File: src/rtl/mem_arbiter.sv
// -----------------------------------------------------------------------------
// mem_arbiter
//
// Shares one single-port, word-wide memory between the instruction-fetch
// requester (i_*) and the load/store requester (d_*). Only one memory
// transaction is in flight at a time. Each transaction is a request/done
// handshake, and the wait for memory is bounded by TIMEOUT_CYCLES.
// Data accesses that are not word aligned are rejected without touching
// memory.
//
// Parameters
//   TIMEOUT_CYCLES : max ACCESS cycles waiting for mem_ready (1..65535)
//
// Build option
//   MEM_ARB_RR_EN  : when defined, simultaneous requests are granted
//                    round-robin. When undefined, data has fixed priority
//                    over fetch.
//
// Ports
//   clock, reset            : rising-edge clock, synchronous active-high reset
//   i_req, i_addr           : fetch request and address (held until i_done)
//   i_done                  : one-cycle completion pulse to fetch
//   d_req, d_we, d_addr,
//   d_wdata                 : load/store request (held until d_done)
//   d_done                  : one-cycle completion pulse to load/store
//   rdata, err              : read data / failure flag, valid with a done pulse
//   busy                    : high while in ACCESS or RESP
//   mem_req, mem_we,
//   mem_addr, mem_wdata     : memory request side (all registered)
//   mem_ready, mem_rdata    : memory completion and read data
// -----------------------------------------------------------------------------
module mem_arbiter #(
  parameter int unsigned TIMEOUT_CYCLES = 255
) (
  input  logic        clock,
  input  logic        reset,
  input  logic        i_req,
  input  logic [31:0] i_addr,
  output logic        i_done,
  input  logic        d_req,
  input  logic        d_we,
  input  logic [31:0] d_addr,
  input  logic [31:0] d_wdata,
  output logic        d_done,
  output logic [31:0] rdata,
  output logic        err,
  output logic        busy,
  output logic        mem_req,
  output logic        mem_we,
  output logic [31:0] mem_addr,
  output logic [31:0] mem_wdata,
  input  logic        mem_ready,
  input  logic [31:0] mem_rdata
);

  typedef enum logic [1:0] {
    IDLE   = 2'd0,
    ACCESS = 2'd1,
    RESP   = 2'd2
  } state_t;

  localparam logic [15:0] TIMEOUT_LIMIT = 16'(TIMEOUT_CYCLES);

  state_t      state;
  logic        owner_data;   // 1 = current transaction belongs to load/store
  logic [15:0] wait_cnt;
  logic [15:0] wait_next;
  logic        grant_data;
  logic        d_misaligned;
  logic [31:0] fetch_word;
  logic [31:0] data_word;

`ifdef MEM_ARB_RR_EN
  logic last_data;           // 1 = last grant went to load/store
`endif

  // Fetch never faults: its low address bits are simply discarded.
  assign fetch_word   = i_addr & 32'hFFFF_FFFC;
  assign data_word    = d_addr & 32'hFFFF_FFFC;
  assign d_misaligned = (d_addr[1:0] != 2'b00);
  assign wait_next    = wait_cnt + 16'd1;

  always_comb begin
    grant_data = d_req;
`ifdef MEM_ARB_RR_EN
    // On contention the port that was not granted last time wins.
    if (i_req && d_req) begin
      grant_data = ~last_data;
    end
`endif
  end

  always_ff @(posedge clock) begin
    if (reset) begin
      state      <= IDLE;
      owner_data <= 1'b0;
      wait_cnt   <= 16'd0;
      mem_req    <= 1'b0;
      mem_we     <= 1'b0;
      mem_addr   <= 32'd0;
      mem_wdata  <= 32'd0;
      i_done     <= 1'b0;
      d_done     <= 1'b0;
      rdata      <= 32'd0;
      err        <= 1'b0;
      busy       <= 1'b0;
`ifdef MEM_ARB_RR_EN
      last_data  <= 1'b0;
`endif
    end else begin
      i_done <= 1'b0;
      d_done <= 1'b0;

      case (state)
        IDLE: begin
          if (i_req || d_req) begin
            owner_data <= grant_data;
            wait_cnt   <= 16'd0;
            busy       <= 1'b1;
`ifdef MEM_ARB_RR_EN
            last_data  <= grant_data;
`endif
            if (grant_data && d_misaligned) begin
              // Rejected up front: memory is never strobed.
              state  <= RESP;
              d_done <= 1'b1;
              err    <= 1'b1;
              rdata  <= 32'd0;
            end else begin
              state   <= ACCESS;
              mem_req <= 1'b1;
              if (grant_data) begin
                mem_we    <= d_we;
                mem_addr  <= data_word;
                mem_wdata <= d_wdata;
              end else begin
                mem_we   <= 1'b0;
                mem_addr <= fetch_word;
              end
            end
          end
        end

        ACCESS: begin
          wait_cnt <= wait_next;
          // mem_ready is checked first so a completion on the last
          // allowed cycle beats the timeout.
          if (mem_ready) begin
            state   <= RESP;
            mem_req <= 1'b0;
            err     <= 1'b0;
            rdata   <= mem_we ? 32'd0 : mem_rdata;
            i_done  <= ~owner_data;
            d_done  <= owner_data;
          end else if (wait_next == TIMEOUT_LIMIT) begin
            state   <= RESP;
            mem_req <= 1'b0;
            err     <= 1'b1;
            rdata   <= 32'd0;
            i_done  <= ~owner_data;
            d_done  <= owner_data;
          end
        end

        RESP: begin
          // Requests are deliberately ignored here so a requester can drop
          // req in its done cycle without starting a spurious access.
          state <= IDLE;
          busy  <= 1'b0;
        end

        default: begin
          state   <= IDLE;
          mem_req <= 1'b0;
          busy    <= 1'b0;
        end
      endcase
    end
  end

endmodule

File: config.mk
export PLATFORM = sky130hd
export DESIGN_NAME = mem_arbiter
export DESIGN_NICKNAME = d
export VERILOG_FILES = /design/src/rtl/mem_arbiter.sv
export SDC_FILE = /design/constraint.sdc
export NUM_CORES = 1
export LEC_CHECK = 0
export ABC_AREA = 1
export CORE_UTILIZATION = 30
export DETAILED_ROUTE_END_ITERATION = 8
export GPL_ROUTABILITY_DRIVEN = 0
export SLEW_MARGIN = 5
export SYNTH_ARGS = -nofsm -noshare
export SYNTH_HDL_FRONTEND = slang
export SYNTH_SLANG_ARGS = --single-unit
File: constraint.sdc
create_clock -name clock -period 2.35 [get_ports clock]
set_clock_uncertainty 0.15 [all_clocks]
set_input_delay 0.47 -clock clock [delete_from_list [all_inputs] [get_ports clock]]
set_output_delay 0.47 -clock clock [all_outputs]
set_load 0.02 [all_outputs]
==> flow_metrics.tcl, run 1 <==
set metrics [dict create \
    p_sw_mw 1.563 \
    hold_viol_final 0 \
    grt_pass1_wl_um 24650 \
    grt_remaining_overflow 0 \
    cp_top_family "simple AND/OR/NAND/NOR gates" \
    crit_path_start_kind "register" \
    holdPathStages 3 \
    synth_largest_area_cell "dfxtp_1" \
    drtPass1Iterations 6 \
    cts_tree "built" \
    pwr-share-clk_pct 45.0 \
    antenna_found_initial 0 \
    synth_top_cell_area_share_pct 46.75 \
    ios 236 \
    wl_per_cell_um 13.09 \
    syn_area_sq_mm 0.005096 \
    htreeDepth 4 \
    cts_made_buffers 17 \
    synth.distinct_cells 32 \
    cp-end-kind "register" \
    die_w_um 132.3 \
    cp_slowest_cell "dfxtp_1" \
    critPathMaxFanout 16 \
    path_cells "nand2_2 -> nor2_4 -> nand2_2 -> clkinv_2 -> nand3_1 -> nand2_1 -> nand2_1 -> nor2_2 -> nand3_2 -> nand3_4 -> nand2_8 -> buf_12 -> nand2_1 -> a21oi_2" \
    worst_slew_pin_slew_ns 0.6778 \
    grt_max_degree 65 \
    max_slew_margin_pct 54.82 \
    rows 47 \
    cts-root-buf "clkbuf_16" \
    ys_top_cells_by_area "dfxtp_1 47%, a21oi_1 13%, nand2_1 9.6%, inv_1 6.6%, o21ai_0 6.5%" \
    drive_above_1_share_pct 9.947 \
    period_share_pct 89.93 \
    area_growth_pct 62.93 \
    antenna_cells 0 \
    ant_nets 0 \
    place_ws_ns 0.08867 \
    fp.dieH_um 132.3 \
    clkTransAtPathRegs_ns 0.06 \
    hold_class "input pin to register" \
    critPathArrivalTime_ns 2.24 \
    endpoint "rdata[4]" \
    seqPwrFrac_pct 37.0 \
    r2r-start "wait_cnt[3]" \
    r2r_setup_slack_ns 0.24 \
    routed_wl_um 15120 \
    critical_path_buf_inv_count 2 \
    cp.depth 14 \
    synth-seq-cells 119 \
    pwr-share-comb_pct 18.1 \
    worstPathRequired_ns 2.47 \
    grt_pass1_vias 5035 \
    clock-sinks 119 \
    maxSlewViolCount 0 \
    dp_hpwl_um 10540 \
    crit_type "register to register" \
    max_stage_delay_ns 0.45 \
    synth-seq-area-share_pct 46.75 \
    via_count 5146 \
    final_nets 1059 \
    core_sq_mm 0.01658 \
    layout_commonest_cell "clkdlybuf4s50_1" \
    vdd_drop_max_uv 464.3 \
    cp-startpoint "wait_cnt[3]" \
    start_util_pct 30.73 \
    fmax_mhz 473.2 \
    tns_ns 0 \
    drt_iter0_drc 162 \
    leakage_nw 3.107 \
    worst_path_most_repeated_cell "nand2_1" \
    route.detailed.drc 0 \
    setup_viol 0 \
    p_per_area_mw_per_mm2 723.4 \
    via_per_inst 4.455 \
    p_int_mw 4.444 \
    rsz0062_at_grt "no" \
    drv_cap 0 \
    post-route-min-period_ns 2.113 \
    reg2reg_depth 14 \
    dieArea_sq_mm 0.01751 \
    status "complete, no violations" \
    fin_ws_ns 0.2365 \
    port_buffers 231 \
    syn_inst 698 \
    cts_buffer_depth 2 \
    grt_use_total_pct 17.74 \
    worst_skew_pair.late_latency_ns 0.41 \
    synth_warnings 0 \
    swShare_pct 26.02 \
    r2r-end "rdata[4]" \
    final_cell_mix "229 x clkdlybuf4s50_1, 136 x a21oi_1, 130 x nand2_1, 116 x dfxtp_1, 90 x inv_1" \
    synth_area_per_cell_sq_um 7.301 \
]
[Yosys cell counts]
master and n:
ha_1 2, or2_2 2, a21oi_1 136, dfxtp_1 119, nand3b_1 1, buf_12 1
buf_2 1, buf_4 2, nor3_1 2, inv_1 90, nand2_4 1, nand3_4 1
a2bb2oi_1 1, clkbuf_1 32, nor2_1 42, nand4_1 5, nor4_1 1, buf_8 1
nand3_2 2, buf_6 1, buf_1 4, nor2_2 6, nor2_4 4, or3_1 1
conb_1 1, nand3_1 18, xor2_1 2, clkinv_2 1, nand2_2 12, o21ai_0 66
a21oi_2 10, nand2_1 130
[sequential cells by signal, indices dropped and copies added, names as in the netlist]
| name | cells |
|---|---|
| mem_req | 1 |
| mem_wdata | 32 |
| mem_we | 1 |
| i_done | 1 |
| owner_data | 1 |
| busy | 1 |
| wait_cnt | 16 |
| state | 2 |
| err | 1 |
| rdata | 32 |
| mem_addr | 30 |
| d_done | 1 |
[how the worst min path moves through the flow]
| stage | startpoint | to | slack [ns] |
|---|---|---|---|
| 2_1_floorplan | owner_data | i_done | 0.27 |
| 3_3_place_gp | mem_wdata[29] | mem_wdata[29] | 0.28 |
| 3_5_place_dp | mem_wdata[2] | mem_wdata[2] | 0.28 |
| 4_1_cts | d_req | owner_data | 0.23 |
| 5_1_grt | d_req | owner_data | 0.26 |
| 6_report | d_req | owner_data | 0.25 |
[stage by stage]
step	cell area [sq um]	hold WS, ns	total power [mW]	cells	utilization (%)
2_1_floorplan	5100	0.2696	2.766	699	-
3_3_place_gp	7649	0.2800	3.339	1123	46.12
6_report	8303	0.2529	6.007	1155	50.07
4_1_cts	8263	0.2317	6.084	1154	49.83
3_5_place_dp	7649	0.2849	3.344	1123	46.12
5_1_grt	8303	0.2563	6.269	1155	50.07
[kinds of logic (layout without fill, tap and decap cells)]
| logic type | Yosys count | count (layout) | share of synthesized area (%) |
|---|---|---|---|
| AO/OA/AOI/OAI | 213 | 213 | 21.73 |
| XOR/XNOR | 2 | 2 | 0.3438 |
| adder cells (fa/ha/maj) | 2 | 2 | 0.4910 |
| buffers and inverters | 133 | 369 | 10.68 |
| flip-flops | 119 | 119 | 46.75 |
| other | 1 | 2 | 0.07359 |
| AND/OR/NAND/NOR | 228 | 228 | 19.94 |
[power by group through the flow]
stage / Clock (mW) / Sequential [mW] / Combinational (mW)
6_report: 2.70 / 2.22 / 1.08
5_1_grt: 2.85 / 2.23 / 1.18
2_1_floorplan: 0 / 2.40 / 0.364
3_3_place_gp: 0 / 2.26 / 1.08
3_5_place_dp: 0 / 2.26 / 1.09
4_1_cts: 2.77 / 2.22 / 1.09
[what timing repair did]
| action | 4_1_cts | 5_1_grt |
|---|---|---|
| setup buffers | 0 | 1 |
| setup endpoints to repair | 0 | 26 |
| hold buffers | 0 | 0 |
| gates resized for setup | 0 | 7 |
[routing by layer]
layer / share of wire [%] / global-route usage [%] / wire length, um
met1: 44 / 20.35 / 6581
met2: 46 / 29.39 / 6952
met3: 8.9 / 7.228 / 1344
met4: 1.6 / 6.833 / 240
met5: 0 / 0 / 0
[cell type report]
cell class	instances	area [sq um]
clock buffers	21	470.5
clock inverters	10	143.9
fillers	1652	8280
inverters	91	342.8
multi-input cells	447	2212
flip-flops and latches	119	2386
well taps	220	275.3
repair buffers	247	2472
[worst min-delay path, delay by kind of cell]
family / cells / cell delay, ns
compound gates: 1 / 0.07
buf+inv: 1 / 0.13
simple gates: 1 / 0.09
(Power assumes the default switching activity.)
==> run 2: changes to the inputs <==
--- a/config.mk
+++ b/config.mk
@@ -7,6 +7,7 @@
 export LEC_CHECK = 0
 export ABC_AREA = 1
 export CORE_UTILIZATION = 30
+export CTS_BUF_LIST = sky130_fd_sc_hd__clkbuf_2
 export DETAILED_ROUTE_END_ITERATION = 8
 export GPL_ROUTABILITY_DRIVEN = 0
 export SLEW_MARGIN = 5
==> run 2 against run 1 <==
Net effect: register-to-register slack got worse by 0.02 ns; power fell by 23%; largest cell class unchanged; largest power group is now registers; worst setup slack got worse by 0.10 ns.
==> flow_metrics.tcl, run 2 (synthesis results as in run 1) <==
set metrics [dict create \
    status "complete, no violations" \
    leakage_nw 3.723 \
    max_stage_delay_ns 0.60 \
    r2r_setup_slack_ns 0.22 \
    wl_per_cell_um 12.99 \
    hold_class "input pin to register" \
    drt_iter0_drc 216 \
    via_per_inst 4.437 \
    clkTransAtPathRegs_ns 0.19 \
    dieArea_sq_mm 0.01751 \
    post-route-min-period_ns 2.217 \
    worstPathRequired_ns 1.73 \
    critPathMaxFanout 1 \
    max_slew_margin_pct 54.79 \
    vdd_drop_max_uv 288.0 \
    fmax_mhz 451.0 \
    seqPwrFrac_pct 47.8 \
    port_buffers 231 \
    cts_tree "built" \
    cts_buffer_depth 2 \
    grt_pass1_wl_um 24470 \
    largestRegisters "mem_wdata (32), rdata (32), mem_addr (30)" \
    met1_length_um 6570 \
    dp_hpwl_um 10540 \
    drtPass1Iterations 4 \
    cts-root-buf "clkbuf_2" \
    fp.dieH_um 132.3 \
    crit_type "register to output pin" \
    ios 236 \
    die_w_um 132.3 \
    fillers 1698 \
    multiInputGateArea_sq_mm 0.002212 \
    core_sq_mm 0.01658 \
    route.detailed.drc 0 \
    routed_wl_um 15060 \
    final_cell_mix "136 x a21oi_1, 130 x nand2_1, 130 x clkdlybuf4s50_1, 116 x dfxtp_1, 90 x inv_1" \
    area_growth_pct 55.83 \
    seq_area_sq_mm 0.002386 \
    p_int_mw 3.216 \
    critical_path_buf_inv_count 1 \
    drive_above_1_share_pct 9.808 \
    worst_skew_pair.late_latency_ns 0.67 \
    pwr-share-comb_pct 22.1 \
    cp-end-kind "output pin" \
    pwr-share-clk_pct 30.2 \
    rows 47 \
    crit_path_start_kind "register" \
    holdWs_ns 0.1699 \
    htreeDepth 4 \
    swShare_pct 30.66 \
    final_nets 1062 \
    route.met2.wl_um 6824 \
    ant_nets 0 \
    path_cells "clkdlybuf4s50_1" \
    start_util_pct 30.73 \
    via_count 5142 \
    grt_remaining_overflow 0 \
    clock-sinks 119 \
    cts_made_buffers 17 \
    p_sw_mw 1.422 \
    critPathArrivalTime_ns 1.60 \
    dpl.cell_count 1123 \
    p_per_area_mw_per_mm2 584.0 \
    period_share_pct 94.34 \
    cp_top_family "buffers and inverters" \
    antenna_found_initial 1 \
    maxSlewViolCount 0 \
    grt_pass1_vias 5004 \
    setup_viol 0 \
    worst_slew_pin_slew_ns 0.6782 \
    finalNonFillerCells 1159 \
    grt_use_total_pct 17.60 \
    drv_cap 0 \
    met3_length_um 1440 \
    highest_layer "met4" \
    grt_max_degree 65 \
    cp_slowest_cell "clkdlybuf4s50_1" \
    layout_commonest_cell "a21oi_1" \
    hold_viol_final 0 \
]
run 2: changes by cell type in the layout (fill, tap and decap cells not counted), moves of 3 or more:
cell | before | now
dlymetal6s2s_1 | 0 | 27
clkbuf_16 | 17 | 0
clkdlybuf4s50_1 | 229 | 130
clkinv_1 | 0 | 3
clkbuf_2 | 0 | 18
dlygate4sd2_1 | 0 | 72
clkbuf_8 | 3 | 0
run 2: layout make-up:
cell class                      count  area share (%)
Timing Repair Buffer              250           31.20
Inverter                           91           4.317
Sequential cell                   119           30.05
Tap cell                          220           3.466
Multi-Input combinational cell    447           27.86
Antenna cell                        1         0.03151
Clock inverter                     13           1.954
Clock buffer                       18           1.134
run 2: what timing repair did:
item,in CTS,in global routing
setup buffers,0,2
setup endpoints to repair,72,56
pin swaps,0,1
hold buffers,2,0
endpoints found under the hold margin,4,0
resized for setup,72,34
run 2: metal layers:
layer | GRT usage, % | up-vias
met1 | 20.46 | 2241
met5 | 0 | -
met4 | 5.683 | 0
met2 | 29.06 | 177
li1 | - | 2708
met3 | 7.536 | 16
run 2: per-stage QoR:
step	power [mW]	util (%)	worst slack, ns	setup TNS (ns)	instance area, sq um
finish	4.638	47.89	0.1329	0	7941
global route	4.903	47.89	-0.006842	-0.006842	7941
CTS	4.709	47.18	0.0005285	0	7824
detailed placement	3.344	46.12	0.08867	0	7649
global placement	3.339	46.12	0.08285	0	7649
floorplan	2.766	-	0.3566	0	5100
run 2: worst paths after layout:
path	from	end	depth (start not counted)
worst min register to register	mem_wdata[30]	mem_wdata[30]	2
worst max-delay path	i_done	i_done	1
worst max register to register	wait_cnt[0]	rdata[3]	15
worst min-delay path	mem_rdata[17]	rdata[17]	3
run 2: power groups by stage:
stage	clock, mW	sequential (mW)	combinational, mW
after floorplan	0	2.40	0.364
after global placement	0	2.26	1.08
after detailed placement	0	2.26	1.09
after CTS	1.46	2.22	1.04
after global routing	1.55	2.23	1.12
final	1.40	2.21	1.02
